<file path="config.mk">
export PLATFORM = sky130hd
export DESIGN_NAME = pcie_cfg_tlp_encoder
export DESIGN_NICKNAME = d
export VERILOG_FILES = /design/src/rtl/pcie_cfg_pkg.sv /design/src/rtl/pcie_cfg_tlp_encoder_desc_builder.sv /design/src/rtl/pcie_cfg_tlp_encoder.sv
export SDC_FILE = /design/constraint.sdc
export NUM_CORES = 1
export LEC_CHECK = 0
export BUFFER_PORTS_ARGS = -buffer_cell sky130_fd_sc_hd__buf_2
export CAP_MARGIN = 20
export CORE_AREA = 5 5 130 132
export DETAILED_ROUTE_END_ITERATION = 16
export DIE_AREA = 0 0 135 137
export GPL_TIMING_DRIVEN = 0
export PLACE_DENSITY_LB_ADDON = 0.05
export SYNTH_ARGS = -nofsm -noshare
export SYNTH_HDL_FRONTEND = slang
export SYNTH_SLANG_ARGS = --single-unit
</file>
<file path="constraint.sdc">
create_clock -name user_clk -period 4.6 [get_ports user_clk]
set_clock_uncertainty 0.05 [all_clocks]
set_input_delay 0.92 -clock user_clk [delete_from_list [all_inputs] [get_ports user_clk]]
set_output_delay 0.92 -clock user_clk [all_outputs]
set_load 0.005 [all_outputs]
</file>
<file path="src/rtl/pcie_cfg_pkg.sv">
// rtl/pcie_cfg_pkg.sv - shared constants, status codes and FSM states for the config TLP encoder
//
// Purpose : request-type codes, cfg_status codes, encoder FSM state enum and
//           RQ descriptor / tuser field offsets used by pcie_cfg_tlp_encoder
//           and pcie_rq_desc_builder.
// Ports   : none (package).
package pcie_cfg_pkg;

  // RQ descriptor request types; the low two bits are {type1, wr}
  localparam logic [3:0] REQ_CFGRD0 = 4'b1000;
  localparam logic [3:0] REQ_CFGWR0 = 4'b1001;
  localparam logic [3:0] REQ_CFGRD1 = 4'b1010;
  localparam logic [3:0] REQ_CFGWR1 = 4'b1011;

  // cfg_status codes
  localparam logic [2:0] ST_SC       = 3'd0;
  localparam logic [2:0] ST_UR       = 3'd1;
  localparam logic [2:0] ST_CRS      = 3'd2;
  localparam logic [2:0] ST_CA       = 3'd4;
  localparam logic [2:0] ST_MISMATCH = 3'd5;
  localparam logic [2:0] ST_TIMEOUT  = 3'd6;

  typedef enum logic [2:0] {
    S_IDLE = 3'd0,
    S_HDR  = 3'd1,
    S_DATA = 3'd2,
    S_WAIT = 3'd3,
    S_DONE = 3'd4
  } cfg_state_e;

  // 128-bit RQ descriptor field offsets (DW0..DW3)
  localparam int DESC_REG_LSB      = 2;    // DW0[11:2] register number
  localparam int DESC_DWCNT_LSB    = 64;   // DW2[10:0] dword count
  localparam int DESC_REQTYPE_LSB  = 75;   // DW2[14:11] request type
  localparam int DESC_REQID_LSB    = 80;   // DW2[31:16] requester id
  localparam int DESC_TAG_LSB      = 96;   // DW3[7:0] tag
  localparam int DESC_CPLID_LSB    = 104;  // DW3[23:8] completer id
  localparam int DESC_REQID_EN_BIT = 120;  // DW3[24] requester id enable

  // tuser field offsets
  localparam int TUSER_FIRST_BE_LSB = 0;
  localparam int TUSER_LAST_BE_LSB  = 4;

  function automatic logic [3:0] cfg_req_type(input logic wr, input logic type1);
    logic [3:0] rt;
    case ({type1, wr})
      2'b00:   rt = REQ_CFGRD0;
      2'b01:   rt = REQ_CFGWR0;
      2'b10:   rt = REQ_CFGRD1;
      default: rt = REQ_CFGWR1;
    endcase
    return rt;
  endfunction

endpackage

</file>
<file path="src/rtl/pcie_cfg_tlp_encoder_desc_builder.sv">
// rtl/pcie_cfg_tlp_encoder_desc_builder.sv - combinational RQ descriptor / data beat formatter
//
// Purpose : formats either the 128-bit config request descriptor (header beat)
//           or the single-DW write payload beat, plus tkeep/tlast/tuser.
// Ports   : data_beat      in  1=payload beat, 0=header beat
//           wr, type1      in  request kind
//           target_id      in  completer BDF
//           reg_num        in  DW register number
//           byte_en        in  first DW byte enables
//           wr_data        in  write payload
//           tag            in  request tag
//           tdata/tkeep/tlast/tuser  out  formatted beat
module pcie_rq_desc_builder
  import pcie_cfg_pkg::*;
#(
  parameter logic [15:0] REQUESTER_ID        = 16'h10EE,
  parameter int          C_DATA_WIDTH        = 128,
  parameter int          KEEP_WIDTH          = C_DATA_WIDTH / 32,
  parameter int          AXI4_RQ_TUSER_WIDTH = 60
) (
  input  logic                           data_beat,
  input  logic                           wr,
  input  logic                           type1,
  input  logic [15:0]                    target_id,
  input  logic [9:0]                     reg_num,
  input  logic [3:0]                     byte_en,
  input  logic [31:0]                    wr_data,
  input  logic [7:0]                     tag,
  output logic [C_DATA_WIDTH-1:0]        tdata,
  output logic [KEEP_WIDTH-1:0]          tkeep,
  output logic                           tlast,
  output logic [AXI4_RQ_TUSER_WIDTH-1:0] tuser
);

  always_comb begin
    tdata = '0;
    tkeep = '0;
    tlast = 1'b0;
    tuser = '0;
    // Single-DW request: last_be must be zero
    tuser[TUSER_FIRST_BE_LSB +: 4] = byte_en;
    tuser[TUSER_LAST_BE_LSB +: 4]  = 4'b0000;
    if (data_beat) begin
      tdata[31:0] = wr_data;
      tkeep[0]    = 1'b1;
      tlast       = 1'b1;
    end else begin
      tdata[DESC_REG_LSB +: 10]     = reg_num;
      tdata[DESC_DWCNT_LSB +: 11]   = 11'd1;
      tdata[DESC_REQTYPE_LSB +: 4]  = cfg_req_type(wr, type1);
      tdata[DESC_REQID_LSB +: 16]   = REQUESTER_ID;
      tdata[DESC_TAG_LSB +: 8]      = tag;
      tdata[DESC_CPLID_LSB +: 16]   = target_id;
      tdata[DESC_REQID_EN_BIT]      = 1'b1;
      tkeep[3:0]                    = 4'hF;
      // Reads are header-only; writes continue with the payload beat
      tlast                         = ~wr;
    end
  end

endmodule

</file>
<file path="src/rtl/pcie_cfg_tlp_encoder.sv">
// rtl/pcie_cfg_tlp_encoder.sv - root-port config request TLP generator with CRS retry
//
// Purpose : accepts one config request at a time from the enumeration
//           controller, issues CfgRd/CfgWr Type 0/1 on the RQ stream, holds
//           config_mode while the completion is outstanding, and reports
//           the decoder's completion status and read data.
// Optional: define CFG_TIMEOUT_EN to enable the completion timeout
//           (TIMEOUT_CYCLES in WAIT -> status 6); otherwise WAIT never expires.
// Ports   : user_clk, reset (sync, active-high)
//           cfg_req/cfg_wr/cfg_type1/cfg_target_id/cfg_reg_num/cfg_byte_en/cfg_wr_data  in   request
//           cfg_busy/cfg_done/cfg_status/cfg_rd_data                                      out  result
//           config_mode                                                                   out  to decoder
//           s_axis_rq_*                                                                   RQ stream
//           cpl_sc/cpl_ur/cpl_crs/cpl_ca/cpl_mismatch/cpl_data                            in   decoder status
module pcie_cfg_tlp_encoder
  import pcie_cfg_pkg::*;
#(
  parameter logic [15:0] REQUESTER_ID        = 16'h10EE,
  parameter int          AXI4_RQ_TUSER_WIDTH = 60,
  parameter int          C_DATA_WIDTH        = 128,
  parameter int          KEEP_WIDTH          = C_DATA_WIDTH / 32,
  parameter int          MAX_RETRY           = 8,
  parameter int          TIMEOUT_CYCLES      = 65535
) (
  input  logic                           user_clk,
  input  logic                           reset,
  input  logic                           cfg_req,
  input  logic                           cfg_wr,
  input  logic                           cfg_type1,
  input  logic [15:0]                    cfg_target_id,
  input  logic [9:0]                     cfg_reg_num,
  input  logic [3:0]                     cfg_byte_en,
  input  logic [31:0]                    cfg_wr_data,
  output logic                           cfg_busy,
  output logic                           cfg_done,
  output logic [2:0]                     cfg_status,
  output logic [31:0]                    cfg_rd_data,
  output logic                           config_mode,
  output logic [C_DATA_WIDTH-1:0]        s_axis_rq_tdata,
  output logic [KEEP_WIDTH-1:0]          s_axis_rq_tkeep,
  output logic                           s_axis_rq_tlast,
  output logic                           s_axis_rq_tvalid,
  input  logic                           s_axis_rq_tready,
  output logic [AXI4_RQ_TUSER_WIDTH-1:0] s_axis_rq_tuser,
  input  logic                           cpl_sc,
  input  logic                           cpl_ur,
  input  logic                           cpl_crs,
  input  logic                           cpl_ca,
  input  logic                           cpl_mismatch,
  input  logic [31:0]                    cpl_data
);

  localparam int RETRY_W = (MAX_RETRY < 1) ? 1 : $clog2(MAX_RETRY + 1);

  if (C_DATA_WIDTH != 128 || TIMEOUT_CYCLES < 1) begin : g_param_check
    $error("pcie_cfg_tlp_encoder: C_DATA_WIDTH must be 128 and TIMEOUT_CYCLES >= 1");
  end

  cfg_state_e state_q, state_d;

  // Request shadow registers
  logic        wr_q, wr_d;
  logic        type1_q, type1_d;
  logic [15:0] target_q, target_d;
  logic [9:0]  reg_q, reg_d;
  logic [3:0]  be_q, be_d;
  logic [31:0] wdata_q, wdata_d;

  logic [7:0]         tag_q, tag_d;
  logic [RETRY_W-1:0] retry_q, retry_d;

  logic        busy_q, busy_d;
  logic        done_q, done_d;
  logic [2:0]  status_q, status_d;
  logic [31:0] rd_data_q, rd_data_d;
  logic        cmode_q, cmode_d;

  logic [C_DATA_WIDTH-1:0]        tdata_q, tdata_d;
  logic [KEEP_WIDTH-1:0]          tkeep_q, tkeep_d;
  logic                           tlast_q, tlast_d;
  logic                           tvalid_q, tvalid_d;
  logic [AXI4_RQ_TUSER_WIDTH-1:0] tuser_q, tuser_d;

`ifdef CFG_TIMEOUT_EN
  localparam int TIMER_W = $clog2(TIMEOUT_CYCLES + 1);
  logic [TIMER_W-1:0] timer_q, timer_d;
`endif

  logic rq_fire;
  assign rq_fire = tvalid_q && s_axis_rq_tready;

  // Next-state and transaction bookkeeping
  always_comb begin
    state_d   = state_q;
    wr_d      = wr_q;
    type1_d   = type1_q;
    target_d  = target_q;
    reg_d     = reg_q;
    be_d      = be_q;
    wdata_d   = wdata_q;
    tag_d     = tag_q;
    retry_d   = retry_q;
    busy_d    = busy_q;
    done_d    = 1'b0;
    status_d  = status_q;
    rd_data_d = rd_data_q;
    cmode_d   = cmode_q;
`ifdef CFG_TIMEOUT_EN
    timer_d   = timer_q;
`endif

    unique case (state_q)
      S_IDLE: begin
        if (cfg_req) begin
          wr_d      = cfg_wr;
          type1_d   = cfg_type1;
          target_d  = cfg_target_id;
          reg_d     = cfg_reg_num;
          be_d      = cfg_byte_en;
          wdata_d   = cfg_wr_data;
          retry_d   = '0;
          busy_d    = 1'b1;
          cmode_d   = 1'b1;
          status_d  = ST_SC;
          rd_data_d = '0;
`ifdef CFG_TIMEOUT_EN
          timer_d   = '0;
`endif
          state_d   = S_HDR;
        end
      end

      S_HDR: begin
        // Tag advances on every accepted header so each issue (including
        // CRS reissues) carries a fresh tag
        if (rq_fire) begin
          tag_d   = tag_q + 8'd1;
          state_d = wr_q ? S_DATA : S_WAIT;
        end
      end

      S_DATA: begin
        if (rq_fire) begin
          state_d = S_WAIT;
        end
      end

      S_WAIT: begin
        if (cpl_sc) begin
          status_d  = ST_SC;
          rd_data_d = wr_q ? 32'd0 : cpl_data;
          state_d   = S_DONE;
        end else if (cpl_ur) begin
          status_d = ST_UR;
          state_d  = S_DONE;
        end else if (cpl_ca) begin
          status_d = ST_CA;
          state_d  = S_DONE;
        end else if (cpl_crs) begin
          if (retry_q < RETRY_W'(MAX_RETRY)) begin
            retry_d = retry_q + 1'b1;
`ifdef CFG_TIMEOUT_EN
            timer_d = '0;
`endif
            state_d = S_HDR;
          end else begin
            status_d = ST_CRS;
            state_d  = S_DONE;
          end
        end else if (cpl_mismatch) begin
          status_d = ST_MISMATCH;
          state_d  = S_DONE;
        end
`ifdef CFG_TIMEOUT_EN
        else if (timer_q == TIMER_W'(TIMEOUT_CYCLES)) begin
          status_d = ST_TIMEOUT;
          state_d  = S_DONE;
        end else begin
          timer_d = timer_q + 1'b1;
        end
`endif
        // Entering DONE: pulse done and release config_mode together
        if (state_d == S_DONE) begin
          done_d  = 1'b1;
          busy_d  = 1'b0;
          cmode_d = 1'b0;
        end
      end

      S_DONE: begin
        state_d = S_IDLE;
      end

      default: begin
        state_d = S_IDLE;
      end
    endcase
  end

  logic                           bld_data_beat;
  logic [C_DATA_WIDTH-1:0]        bld_tdata;
  logic [KEEP_WIDTH-1:0]          bld_tkeep;
  logic                           bld_tlast;
  logic [AXI4_RQ_TUSER_WIDTH-1:0] bld_tuser;

  assign bld_data_beat = (state_d == S_DATA);

  // Fed from next-state values so the beat is registered in the same cycle
  // the FSM enters HDR/DATA; inputs do not change while a beat is stalled
  pcie_rq_desc_builder #(
    .REQUESTER_ID        (REQUESTER_ID),
    .C_DATA_WIDTH        (C_DATA_WIDTH),
    .KEEP_WIDTH          (KEEP_WIDTH),
    .AXI4_RQ_TUSER_WIDTH (AXI4_RQ_TUSER_WIDTH)
  ) u_desc_builder (
    .data_beat (bld_data_beat),
    .wr        (wr_d),
    .type1     (type1_d),
    .target_id (target_d),
    .reg_num   (reg_d),
    .byte_en   (be_d),
    .wr_data   (wdata_d),
    .tag       (tag_d),
    .tdata     (bld_tdata),
    .tkeep     (bld_tkeep),
    .tlast     (bld_tlast),
    .tuser     (bld_tuser)
  );

  always_comb begin
    tvalid_d = (state_d == S_HDR) || (state_d == S_DATA);
    tdata_d  = '0;
    tkeep_d  = '0;
    tlast_d  = 1'b0;
    tuser_d  = '0;
    if (tvalid_d) begin
      tdata_d = bld_tdata;
      tkeep_d = bld_tkeep;
      tlast_d = bld_tlast;
      tuser_d = bld_tuser;
    end
  end

  always_ff @(posedge user_clk) begin
    if (reset) begin
      state_q   <= S_IDLE;
      wr_q      <= 1'b0;
      type1_q   <= 1'b0;
      target_q  <= '0;
      reg_q     <= '0;
      be_q      <= '0;
      wdata_q   <= '0;
      tag_q     <= '0;
      retry_q   <= '0;
      busy_q    <= 1'b0;
      done_q    <= 1'b0;
      status_q  <= '0;
      rd_data_q <= '0;
      cmode_q   <= 1'b0;
      tdata_q   <= '0;
      tkeep_q   <= '0;
      tlast_q   <= 1'b0;
      tvalid_q  <= 1'b0;
      tuser_q   <= '0;
`ifdef CFG_TIMEOUT_EN
      timer_q   <= '0;
`endif
    end else begin
      state_q   <= state_d;
      wr_q      <= wr_d;
      type1_q   <= type1_d;
      target_q  <= target_d;
      reg_q     <= reg_d;
      be_q      <= be_d;
      wdata_q   <= wdata_d;
      tag_q     <= tag_d;
      retry_q   <= retry_d;
      busy_q    <= busy_d;
      done_q    <= done_d;
      status_q  <= status_d;
      rd_data_q <= rd_data_d;
      cmode_q   <= cmode_d;
      tdata_q   <= tdata_d;
      tkeep_q   <= tkeep_d;
      tlast_q   <= tlast_d;
      tvalid_q  <= tvalid_d;
      tuser_q   <= tuser_d;
`ifdef CFG_TIMEOUT_EN
      timer_q   <= timer_d;
`endif
    end
  end

  assign cfg_busy         = busy_q;
  assign cfg_done         = done_q;
  assign cfg_status       = status_q;
  assign cfg_rd_data      = rd_data_q;
  assign config_mode      = cmode_q;
  assign s_axis_rq_tdata  = tdata_q;
  assign s_axis_rq_tkeep  = tkeep_q;
  assign s_axis_rq_tlast  = tlast_q;
  assign s_axis_rq_tvalid = tvalid_q;
  assign s_axis_rq_tuser  = tuser_q;

endmodule
</file>
==> impl_results.md, run 1 <==
- N_diodes: 0
- CORE AREA: 15600 µm²
- Dpl ws: about 1700 ps
- Hold EP: wdata_q[15]
- Asr flop ratio synth: 0%
- Remaining global-route overflow: 0
- Setup TNS: 0 ps
- Post-CTS Hold Buffers: 0
- Root Buffer: clkbuf_16
- Setup slack, reg-to-reg: 2310 ps
- Final core occ: roughly two thirds
- Final worst slack: 2090 ps
- YS warnings: 0
- CTS sink count: ~180
- Status: complete, no violations
- Fin. Hold Viols: 0
- Initial Util: approximately half
- CTS tree: yes
- Layout Nets: ~1300
- FF-to-FF End: s_axis_rq_tdata[2]
- Max stage delay cell, worst path: a2111oi_1
- Filler Cells Inserted: roughly 1400
- Gpl congestion: 0.826
- Gr usage total: between 20% and 30%
- Slew Viols, Final: 0
- Die X: 135 µm
- Critical path class: in -> reg
- Hold/Removal Path Class: reg -> reg
- CP arrival: approximately 2800 ps
- Number of global-route vias before repair: about 6000
- Initial antenna violation count: 1
- Max_slew headroom: 41.0%
- Clock share of power: between 40% and 50%
- Sw power: 0.000919 W
- Seq cells post-synth: 182
- Row count: 46
- Crit-path max FO: 10
- Drt pass-1 iters: 5
- Minimum clock period: around 2500 ps
- Aggregate routed wire length: 20000 µm
- Vias: about 6400
- Combinational power share: a little over an eighth
- Sequential group share of total power: 45.2%
- Period utilization: between 50% and 60%
- Hold Path Cell Cnt: 2
- Synth Instances: about 830
- RSZ-0062 raised after global routing: false
- Final setup viols: 0
- Switching Fraction: 25.0%
- Most frequent cells in the layout: buf_2 (233), dfxtp_1 (182), buf_4 (136)
- Worst slew pin tran: 874 ps
- Routed Antenna Nets: 0
- Clk Latency, worst-skew pair: approximately 420 ps
- VDD IR max: approximately 0.22 mV
- WHS: 402 ps
- Worst R2R Path Depth: 7
- HPWL after DPL: around 15000 µm
- Die ar.: between 15000 and 20000 µm²
- Die span in y: 137 µm
- Post-CTS setup buffers: 0
- Startpoint types: primary input
- DR WL/cell: about 14 µm
- Post-synth EDFFs: 0
- Clock Pin Slew Worst Setup and Hold Paths: 70 ps
- Post_cts resized: 0
- H-tree level count: 4
- Hold_sp: wdata_q[15]
- Sequential element share of the synthesized area: a little under half
- Vias per inst: between 4 and 5
- Layout cells sized above 1: a little over a third
- Num CTS Buffers: 17
- PwrDens: around 360 nW/µm²
- Clock Path Buffers: 2
- Fmax: ~0.4 GHz
- DRC viols: 0
- Input/output buffers: 220
- Largest net degree at the start of global routing: 17
- Drt initial violations: between 300 and 400
- Internal power: between 0.002 and 0.003 W
- CP Cell Sequence: buf_2 > a2111oi_1 > nand3_1 > nand3_1 > buf_2 > mux2_2
- Multi-input logic area: roughly 3300 µm²
- First-pass GRT wire length: slightly above 30000 µm
- Count of cell types in the netlist: 52
- Synthesized area: about 7800 µm²
- Register area: between 3000 and 4000 µm²
- Num ports: between 300 and 400
- Dominant synthesized flop cell: dfxtp_1
- Worst setup EP type: flop
- Max Cap Violations: 0
- Commonest non-fill, non-tap cell in the layout: buf_2
- Worst path required time: slightly below 5000 ps
- Max incr delay on CP: around 470 ps
- Mapped Avg Cell Area: between 9 and 10 µm²
- Reg-to-Reg Start: state_q[1]
- Static Leak: 5.07 nW
- Layout area overhead: 31.2%
metrics by stage:
stage	power (W)	instance area, µm²	cells
global placement	0.00219	9560	1379
floorplan	0.00204	8180	943
global route	0.00382	10200	1411
finish	0.00367	10200	1411
CTS	0.00370	10200	1411
detailed placement	0.00219	9560	1379
cell families after synthesis:
logic type	Yosys count	synth area share [%]
xor gates and xnor gates	7	0.791
buffers and inverters	192	16.4
and+or+nand+nor	280	18.0
DFF	182	47.0
adders and majority gates	2	0.323
other	1	0.0484
AOI/OAI and AO/OA	92	7.96
muxes	72	9.52
worst max path at each step:
| stage | slack, ps | end | start | depth (start not counted) |
|---|---|---|---|---|
| after floorplan | 2180 | s_axis_rq_tdata[10] | cpl_crs | 5 |
| after CTS | 2120 | s_axis_rq_tdata[6] | cpl_crs | 6 |
| after global routing | 1940 | s_axis_rq_tdata[6] | cpl_crs | 6 |
| final | 2090 | s_axis_rq_tdata[6] | cpl_crs | 6 |
| after global placement | 1660 | s_axis_rq_tdata[11] | cpl_crs | 6 |
| after detailed placement | 1690 | s_axis_rq_tdata[6] | cpl_crs | 6 |
worst max-delay path: cells and delay by family:
| family | cells | cell delay, ps |
|---|---|---|
| simple gates | 2 | 510 |
| compound gates | 1 | 470 |
| buf+inv | 2 | 480 |
| mux | 1 | 380 |
flip-flops by register name, indices dropped and copies added (netlist names):
signal,count
be_q,4
target_q,16
retry_q,4
state_q,3
s_axis_rq_tuser,4
tag_q,8
cfg_done,1
wr_q,1
wdata_q,32
s_axis_rq_tlast,1
cfg_rd_data,32
reg_q,10
cfg_status,3
s_axis_rq_tdata,59
config_mode,1
type1_q,1
s_axis_rq_tkeep,2
per-layer routing:
metal  part of all wire (%)  routed length (µm)  track usage, %  up-vias
met2                     48                9510            35.7      247
met5                   0.10                  20               0        -
met1                     41                8120            24.4     2887
met4                    1.3                 255            5.77        2
met3                     11                2110            8.53       20
li1                       -                   -               -     3251
synth_stat cells, types with 2 or more instances:
cell | n | area, µm²
dfxtp_1 | 182 | 3640
buf_4 | 136 | 1020
nand2_1 | 92 | 345
nor2_1 | 63 | 236
mux2i_1 | 58 | 581
a21oi_1 | 47 | 235
and2_1 | 38 | 238
clkbuf_1 | 34 | 128
nor3_1 | 30 | 150
nor3b_1 | 22 | 165
mux2_2 | 14 | 158
buf_2 | 13 | 65.1
a2111oi_0 | 12 | 105
a221oi_1 | 10 | 87.6
nand3_1 | 9 | 45.0
inv_1 | 6 | 22.5
nand4_1 | 6 | 37.5
o211ai_1 | 5 | 37.5
xnor2_1 | 5 | 43.8
buf_6 | 3 | 33.8
o21ai_0 | 3 | 15.0
or4b_2 | 3 | 30.0
and3_1 | 2 | 12.5
ha_1 | 2 | 25.0
nand2b_1 | 2 | 12.5
nand3b_1 | 2 | 15.0
o32ai_1 | 2 | 17.5
o41ai_1 | 2 | 17.5
xor2_1 | 2 | 17.5
power groups by stage:
stage | Combinational, W | Clock [W] | Sequential, W
after global routing | 0.000556 | 0.00159 | 0.00167
after global placement | 0.000493 | 0 | 0.00170
final | 0.000503 | 0.00151 | 0.00166
after CTS | 0.000498 | 0.00154 | 0.00166
after floorplan | 0.000341 | 0 | 0.00170
after detailed placement | 0.000496 | 0 | 0.00170
final cells by class:
class                   instances  area share (%)
clock inverters                13            1.67
inverters                       6           0.221
flip-flops and latches        182            35.8
multi-input cells             569            32.2
plain buffers                 186            12.3
well taps                     216            2.66
clock buffers                  19            4.36
repair buffers                220            10.8
Power figures use the tool's default switching activity.
==> run 2: changes to the inputs <==
--- a/config.mk
+++ b/config.mk
@@ -7,9 +7,9 @@
 export LEC_CHECK = 0
 export BUFFER_PORTS_ARGS = -buffer_cell sky130_fd_sc_hd__buf_2
 export CAP_MARGIN = 20
-export CORE_AREA = 5 5 130 132
+export CORE_AREA = 5 5 141 143
 export DETAILED_ROUTE_END_ITERATION = 16
-export DIE_AREA = 0 0 135 137
+export DIE_AREA = 0 0 146 148
 export GPL_TIMING_DRIVEN = 0
 export PLACE_DENSITY_LB_ADDON = 0.05
 export SYNTH_ARGS = -nofsm -noshare
==> constraint.sdc (replaced) <==
create_clock -name user_clk -period 2.3 [get_ports user_clk]
set_clock_uncertainty 0.05 [all_clocks]
set_input_delay 0.46 -clock user_clk [delete_from_list [all_inputs] [get_ports user_clk]]
set_output_delay 0.46 -clock user_clk [all_outputs]
set_load 0.005 [all_outputs]
==> run 2 against run 1 <==
  * Sequential cell count unchanged
  * Combinational power increased by 100%
  * Cell count increased by 1.2%
  * Clock-buffer cell count unchanged
  * Cell area increased by 0.57%
  * Hold slack got worse by 160 ps
  * Non-clock buffer count decreased by 1
  * Global-route usage decreased by 2.7 points
  * Routed wire length increased by 2.1%
  * Sequential share of layout area decreased by 0.20 points
==> impl_results.md, run 2 (same netlist as run 1, synthesis figures left out) <==
- CP Cell Sequence: buf_2 > nor4b_1 > buf_4 > buf_4 > nand2_1 > a2111oi_1 > mux2_2
- Fin. Hold Viols: 0
- Worst setup EP type: flop
- Post-CTS Hold Buffers: 0
- Slew Viols, Final: 0
- Crit-path max FO: 10
- Die X: 146 µm
- Fmax: 0.459 GHz
- Clk Latency, worst-skew pair: 420 ps
- Max_slew headroom: between 50% and 60%
- Die ar.: around 22000 µm²
- Gr usage total: 18.3%
- Minimum clock period: about 2200 ps
- Status: complete, no violations
- Num CTS Buffers: 17
- Num ports: roughly 340
- PwrDens: between 700 and 800 nW/µm²
- Final core occ: a little under three fifths
- Multi-input logic area: 3330 µm²
- Hold Path Cell Cnt: 3
- DR WL met2: between 9000 and 10000 µm
- Post-CTS setup buffers: 0
- Setup TNS: 0 ps
- Aggregate routed wire length: 20400 µm
- Drt initial violations: approximately 270
- Gpl congestion: around 0.81
- Max Cap Violations: 0
- Initial antenna violation count: 0
- Critical path class: reg -> reg
- Hold/Removal Path Class: in -> reg
- Worst path required time: approximately 2600 ps
- DRC viols: 0
- CP arrival: around 2500 ps
- Worst slew pin tran: 703 ps
- Startpoint types: flop
- Filler Cells Inserted: ~1800
- Layout Nets: around 1300
- Routed length on met1: around 8600 µm
- Clock Path Buffers: 2
- Vias: 6342
- Max stage delay cell, worst path: a2111oi_1
- Most used cell, CP: buf_4
- DR WL/cell: 14.3 µm
- Period utilization: a little over nine tenths
- Dpl ws: -255 ps
- Most frequent cells in the layout: buf_2 (230), dfxtp_1 (182), buf_4 (137)
- H-tree level count: 4
- VDD IR max: ~0.49 mV
- Drt pass-1 iters: 4
- N_diodes: 0
- CTS tree: yes
- Die span in y: ~150 µm
- Largest net degree at the start of global routing: 18
- Detail Route met3 WL: between 1500 and 2000 µm
- Root Buffer: clkbuf_16
- RSZ-0062 raised after global routing: true
- Static Leak: just over 5 nW
- Row count: 50
- Vias per inst: ~4.4
- WHS: approximately 240 ps
- Routed Antenna Nets: 0
- Final setup viols: 0
- Input/output buffers: 220
- Commonest non-fill, non-tap cell in the layout: buf_2
- Remaining global-route overflow: 0
- Clock Pin Slew Worst Setup and Hold Paths: 70 ps
- Layout cells sized above 1: between 30% and 40%
- Worst R2R Path Depth: 7
- Layout area overhead: 31.9%
- HPWL after DPL: about 16000 µm
- Total power: about 0.0072 W
- Max incr delay on CP: between 400 and 500 ps
- Register area: about 3600 µm²
- Initial Util: 42.0%
- First-pass GRT wire length: roughly 32000 µm
- Number of global-route vias before repair: between 6000 and 7000
- Final worst slack: 122 ps
- Max FFs per register: 59
- CORE AREA: around 18000 µm²
- CTS sink count: about 180
- Top sig layer: met4
==> run 2: changes by cell type in the layout (fill, tap and decap cells not counted), moves of 3 or more <==
cell,previous run,this run
a2111oi_1,1,5
clkbuf_1,35,32
a2111oi_0,12,5
a2111oi_2,0,3
buf_2,233,230
==> run 2: worst paths after layout <==
check,end,start,slack (ps)
worst max-delay path,s_axis_rq_tdata[6],state_q[1],120
worst min-delay path,wdata_q[15],cfg_wr_data[15],240
worst max register to register,s_axis_rq_tdata[6],state_q[1],120
worst min register to register,wdata_q[15],wdata_q[15],410
==> run 2: routing by layer <==
layer  global-route usage (%)  vias to the layer above
li1                         -                     3266
met1                     22.5                     2831
met2                     30.1                      227
met3                     6.41                       18
met4                     5.64                        0
met5                        0                        -
==> run 2: layout make-up <==
class / instances / area share, %
sequential: 182 / 35.6
clock inverter: 13 / 1.33
clock buffer: 19 / 4.33
timing repair buffer: 220 / 10.8
multi-input combinational: 569 / 32.6
inverter: 6 / 0.220
tap: 234 / 2.86
buffer: 185 / 12.3
==> run 2: repair_timing <==
action / in CTS / in global routing
resized for setup: 2 / 22
hold endpoints to repair: 0 / 0
endpoints found under the setup margin: 28 / 78
==> run 2: worst max-delay path, delay by kind of cell (launching register included) <==
| family | cells | cell delay (ps) |
|---|---|---|
| AOI/OAI and AO/OA | 1 | 460 |
| buffers and inverters | 3 | 630 |
| DFF | 1 | 340 |
| muxes | 1 | 250 |
| and+or+nand+nor | 2 | 390 |
==> run 2: power breakdown <==
part	switching [W]	internal, W	leakage, nW	total [W]
sequential	0.0000448	0.00328	1.48	0.00332
combinational	0.000540	0.000484	3.31	0.00102
clock	0.00130	0.00156	0.281	0.00286
total	0.00189	0.00532	5.07	0.00721
==> run 2: stage by stage <==
step	cells	cell area (µm²)
2_1_floorplan	943	8180
3_3_place_gp	1397	9580
3_5_place_dp	1397	9580
4_1_cts	1429	10200
5_1_grt	1428	10200
6_report	1428	10200
